## src/rtl/alu_pkg.sv

```systemverilog
// Shared types, widths and helpers for the pipelined ALU.
// The opcode encoding is common to the datapath and to any reference model.
package alu_pkg;

  localparam int ALU_W = 32;

  typedef enum logic [2:0] {
    OP_ADD = 3'b000,
    OP_SUB = 3'b001,
    OP_AND = 3'b010,
    OP_OR  = 3'b011,
    OP_XOR = 3'b100,
    OP_SLL = 3'b101,
    OP_SRA = 3'b110,
    OP_MUL = 3'b111
  } opcode_e;

  // Counts up by one, sticking at max instead of wrapping to zero.
  function automatic logic [31:0] sat_inc(input logic [31:0] count,
                                          input logic [31:0] max);
    return (count >= max) ? count : count + 32'd1;
  endfunction

endpackage

```

## src/rtl/alu_exec.sv

```systemverilog
// Combinational ALU core: one operation on signed operands, with an
// overflow / illegal-shift-amount error flag.
module alu_exec
  import alu_pkg::*;
#(
  parameter int WIDTH = ALU_W
) (
  input  logic [WIDTH-1:0] a,
  input  logic [WIDTH-1:0] b,
  input  opcode_e          op,
  output logic [WIDTH-1:0] result,
  output logic             error
);

  localparam int SHW = $clog2(WIDTH);

  logic [WIDTH-1:0]          sum;
  logic [WIDTH-1:0]          diff;
  logic [WIDTH-1:0]          sra;
  logic signed [2*WIDTH-1:0] prod;
  logic [SHW-1:0]            shamt;
  logic                      shift_oob;
  logic                      mul_ovf;

  assign sum       = a + b;
  assign diff      = a - b;
  assign shamt     = b[SHW-1:0];
  assign shift_oob = |b[WIDTH-1:SHW];
  assign sra       = $signed(a) >>> shamt;
  assign prod      = $signed({{WIDTH{a[WIDTH-1]}}, a}) *
                     $signed({{WIDTH{b[WIDTH-1]}}, b});
  // The product fits in WIDTH signed bits only if its top WIDTH+1 bits agree.
  assign mul_ovf   = ~((&prod[2*WIDTH-1:WIDTH-1]) | ~(|prod[2*WIDTH-1:WIDTH-1]));

  // NOTE: both outputs get a default first so no path through the case infers a latch.
  always_comb begin
    result = '0;
    error  = 1'b0;
    case (op)
      OP_ADD: begin
        result = sum;
        error  = (a[WIDTH-1] == b[WIDTH-1]) && (sum[WIDTH-1] != a[WIDTH-1]);
      end
      OP_SUB: begin
        result = diff;
        error  = (a[WIDTH-1] != b[WIDTH-1]) && (diff[WIDTH-1] != a[WIDTH-1]);
      end
      OP_AND: result = a & b;
      OP_OR:  result = a | b;
      OP_XOR: result = a ^ b;
      OP_SLL: begin
        result = shift_oob ? '0 : (a << shamt);
        error  = shift_oob;
      end
      OP_SRA: begin
        result = shift_oob ? {WIDTH{a[WIDTH-1]}} : sra;
        error  = shift_oob;
      end
      OP_MUL: begin
        result = prod[WIDTH-1:0];
        error  = mul_ovf;
      end
      default: begin
        result = '0;
        error  = 1'b0;
      end
    endcase
  end

endmodule

```

## src/rtl/alu_pipe.sv

```systemverilog
// Two-stage registered ALU: operand capture, then execute and register,
// with valid tracking and a saturating count of erroring results.
module alu_pipe
  import alu_pkg::*;
#(
  parameter int WIDTH     = ALU_W,
  parameter int ERR_CNT_W = 16
) (
  input  logic                 clk,
  input  logic                 rst,
  input  logic                 in_valid,
  input  logic [WIDTH-1:0]     A,
  input  logic [WIDTH-1:0]     B,
  input  logic [2:0]           Opcode,
  output logic                 out_valid,
  output logic [WIDTH-1:0]     Result,
  output logic                 Error,
  output logic [ERR_CNT_W-1:0] err_count
);

  localparam logic [31:0] CNT_MAX = 32'((64'd1 << ERR_CNT_W) - 64'd1);

  logic [WIDTH-1:0] a_q;
  logic [WIDTH-1:0] b_q;
  opcode_e          op_q;
  logic             s1_valid;
  logic [WIDTH-1:0] ex_result;
  logic             ex_error;

  // Operands load only on in_valid, so undriven inputs during idle never
  // reach the datapath.
  // NOTE: non-blocking assignments keep every register sampling pre-edge values.
  always_ff @(posedge clk or posedge rst) begin
    if (rst) begin
      a_q      <= '0;
      b_q      <= '0;
      op_q     <= OP_ADD;
      s1_valid <= 1'b0;
    end else begin
      s1_valid <= in_valid;
      if (in_valid) begin
        a_q  <= A;
        b_q  <= B;
        op_q <= opcode_e'(Opcode);
      end
    end
  end

  alu_exec #(.WIDTH(WIDTH)) u_exec (
    .a      (a_q),
    .b      (b_q),
    .op     (op_q),
    .result (ex_result),
    .error  (ex_error)
  );

  // Result and Error hold across idle cycles; only valid operations update them.
  always_ff @(posedge clk or posedge rst) begin
    if (rst) begin
      out_valid <= 1'b0;
      Result    <= '0;
      Error     <= 1'b0;
      err_count <= '0;
    end else begin
      out_valid <= s1_valid;
      if (s1_valid) begin
        Result <= ex_result;
        Error  <= ex_error;
        if (ex_error)
          err_count <= ERR_CNT_W'(sat_inc(32'(err_count), CNT_MAX));
      end
    end
  end

endmodule

```

## config.mk

```make
export PLATFORM = sky130hd
export DESIGN_NAME = alu_pipe
export DESIGN_NICKNAME = d
export VERILOG_FILES = /design/src/rtl/alu_pkg.sv /design/src/rtl/alu_exec.sv /design/src/rtl/alu_pipe.sv
export SDC_FILE = /design/constraint.sdc
export NUM_CORES = 2
export LEC_CHECK = 0
export ABC_CLOCK_PERIOD_IN_PS = 11150
export BUFFER_PORTS_ARGS = -buffer_cell sky130_fd_sc_hd__buf_2
export CAP_MARGIN = 20
export CORE_MARGIN = 1.5
export CORE_UTILIZATION = 55
export CTS_CLUSTER_DIAMETER = 30
export DETAILED_ROUTE_END_ITERATION = 10
export MAX_ROUTING_LAYER = met4
export PLACE_DENSITY = 0.69
export SYNTH_ARGS = -nofsm -noshare
export SYNTH_HDL_FRONTEND = slang
export SYNTH_SLANG_ARGS = --single-unit
```

## constraint.sdc

```tcl
create_clock -name clk -period 11.15 [get_ports clk]
set_input_delay 0.5575 -clock clk [delete_from_list [all_inputs] [get_ports clk]]
set_output_delay 0.5575 -clock clk [all_outputs]
set_load 0.05 [all_outputs]
```

==> qor.yml <==
min_path:
  min-delay-path-class: "primary input to asynchronous set/reset pin"
die:
  start_util: 0.556
  die_h_um: 294
  std_cell_rows: 106
  die_w_um: 294
  io_pins: 120
  core_region_area_mm2: 0.0837
  dieArea_mm2: 0.0863
timing:
  setup_violations: 0
  max_freq_mhz: 92.5
  rsz0062_at_grt: "no"
  period_minus_slack_ns: 10.81
  fin_crit_sh: 0.969
  slew_headroom: 0.153
  skew_ns: 0.0298
  hold_viol: 0
  worst_pin_slew_ns: 1.27
  setup-tns-final_ns: 0
  maxSlewViolCount: 0
routing:
  routed_wl_mm: 185
  wl_per_cell_um: 28.8
  vias_per_cell: 6.22
  ant_nets: 0
  drcViolationCount: 0
  drt_first_iter_violations: 4028
  dr_total_vias: 39800
  dr.pass1.iters: 6
run:
  max-cap-violations: 0
global_routing:
  grt_pass1_vias: 41800
  grt_pass1_wl_mm: 277
  grt_overflow: 0
  grt.total_usage: 0.461
  antenna_found_initial: 9
  grt_max_degree: 76
cts:
  numCtsBuffers: 17
  root_buffer: "clkbuf_16"
  cts_tree: "done"
  h-tree-depth: 4
  clk_pin_slew_ns: 0.07
  clockBufferDepth: 2
  clock-sinks: 118
  clkLatencyLatePin_ns: 0.51
place:
  dp_hpwl_mm: 149
  io_buffers: 119
  gp_congestion: 1.03
logic_synthesis:
  yosysSeqAreaShare: 0.0635
  ys_warn_count: 0
  async_flop_share: 1.00
  yosysUniqueCellTypes: 94
  synth_area_mm2: 0.0465
  postSynthNetCount: 6711
  ys.flop_type: "dfrtp_1"
  syn_area_per_cell_um2: 8.81
  yosys_register_bits: 118
  synth-edff-count: 0
  synthCells: 5275
worst_setup_path:
  critPathSlowestCell: "dfrtp_1"
  worst-endpoint-required_ns: 11.55
  endpoint_kind: "register"
  start_kind: "register"
  critPathKind: "register to register"
  cp_slowest_stage_delay_ns: 0.85
  worstPathArrival_ns: 11.21
  crit_top_cell: "fa_1"
  cp_max_fo: 15
layout:
  area_growth_pct: 5.31
  finalNetCount: 6684
  drive_gt1_frac: 0.0739
  fin_util: 0.585
status:
  outcome: "finished clean"
==> placed cells by master (no fill, tap or decap), types with 24 or more instances in the layout <==
cell type / count
inv_1: 780
a21oi_1: 216
mux2i_1: 68
nor3_1: 40
xnor2_1: 88
a211oi_1: 28
clkinv_1: 29
nand3_1: 41
a21o_1: 42
xor2_1: 25
fa_1: 1084
o21ai_0: 212
ha_1: 282
nor2_1: 673
nor4_1: 24
dfrtp_1: 110
o211ai_1: 42
buf_4: 171
nand2_1: 774
buf_2: 118
==> worst max-delay path: cells and delay by family, from the launching register on <==
| kind | cells | cell delay (ns) |
|---|---|---|
| buffers and inverters | 5 | 1.05 |
| AND/OR/NAND/NOR | 9 | 2.85 |
| XOR/XNOR | 1 | 0.13 |
| adder cells (fa/ha/maj) | 9 | 4.46 |
| flip-flops | 1 | 0.85 |
| AO/OA/AOI/OAI | 5 | 1.34 |
==> cells in the mapped netlist, types with 24 or more instances <==
master	number	area (um2)
nand3_1	41	205
nor3_1	41	205
nor4_1	24	150
o211ai_1	42	315
dfrtp_1	118	2950
clkinv_1	29	109
fa_1	1084	21700
xor2_1	25	219
a21o_1	42	315
a21oi_1	216	1080
buf_1	71	267
nand2_1	774	2910
a211oi_1	28	210
o21ai_0	212	1060
xnor2_1	88	771
nor2_1	673	2530
mux2i_1	68	681
clkbuf_1	242	908
ha_1	282	3530
inv_1	783	2940
==> per-layer routing <==
| metal | routed length (um) | vias up | GRT usage |
|---|---|---|---|
| met5 | 0 | - | - |
| met4 | 14500 | 0 | 0.281 |
| met3 | 21000 | 658 | 0.121 |
| met2 | 80300 | 2587 | 0.667 |
| met1 | 68800 | 20100 | 0.580 |
| li1 | - | 16400 | - |
==> final timing paths <==
kind / from / end / slack (ns) / depth (start not counted)
hold / removal: rst / Result[20] / 0.14 / 2
setup / recovery: b_q[6] / err_count[14] / 0.34 / 29
setup reg to reg: b_q[6] / err_count[14] / 0.34 / 29
min in group clk: B[2] / b_q[2] / 0.26 / 3
max in group asynchronous: rst / b_q[3] / 9.55 / 3
hold reg to reg: Result[7] / Result[7] / 0.47 / 1
==> timing repair <==
action / CTS / global route
endpoints found under the setup margin: 0 / 16
buffers inserted: 0 / 3
hold buffers: 0 / 0
resized for setup: 0 / 2
==> through the flow <==
stage	instances	hold WS [ns]	setup WS (ns)	area, um2
2_1_floorplan	5275	0.352	1.22	46500
3_3_place_gp	6360	0.462	0.354	48400
3_5_place_dp	6360	0.464	0.430	48400
4_1_cts	6392	0.177	0.360	48900
5_1_grt	6403	0.193	0.0195	49000
6_report	6405	0.135	0.344	49000
==> kinds of logic (layout without fill, tap and decap cells) <==
| kind of cell | Yosys count | count (layout) | synth area share |
|---|---|---|---|
| xor gates and xnor gates | 113 | 113 | 0.0213 |
| muxes | 94 | 94 | 0.0254 |
| adders and majority gates | 1366 | 1366 | 0.543 |
| other | 0 | 10 | 0 |
| and+or+nand+nor | 1664 | 1664 | 0.145 |
| DFF | 118 | 118 | 0.0635 |
| AOI/OAI and AO/OA | 771 | 771 | 0.105 |
| buffers and inverters | 1149 | 1135 | 0.0968 |
==> flip-flops by register name, indices dropped and copies added (netlist names) <==
register / flops
err_count: 16
b_q: 32
Error: 1
out_valid: 1
s1_valid: 1
op_q: 3
a_q: 32
Result: 32
==> area by class of cell <==
cell class                 instances  area (um2)
multi-input combinational       4008       39100
fill                            7442       34700
inverter                         813        3060
sequential                       118        2970
timing repair buffer             290        1890
tap                             1134        1420
clock buffer                      18         429
clock inverter                    14         120
antenna                           10        25.0
Power is not shown: default switching activity piles up to over one toggle a cycle in this logic, so the estimate is an artifact.
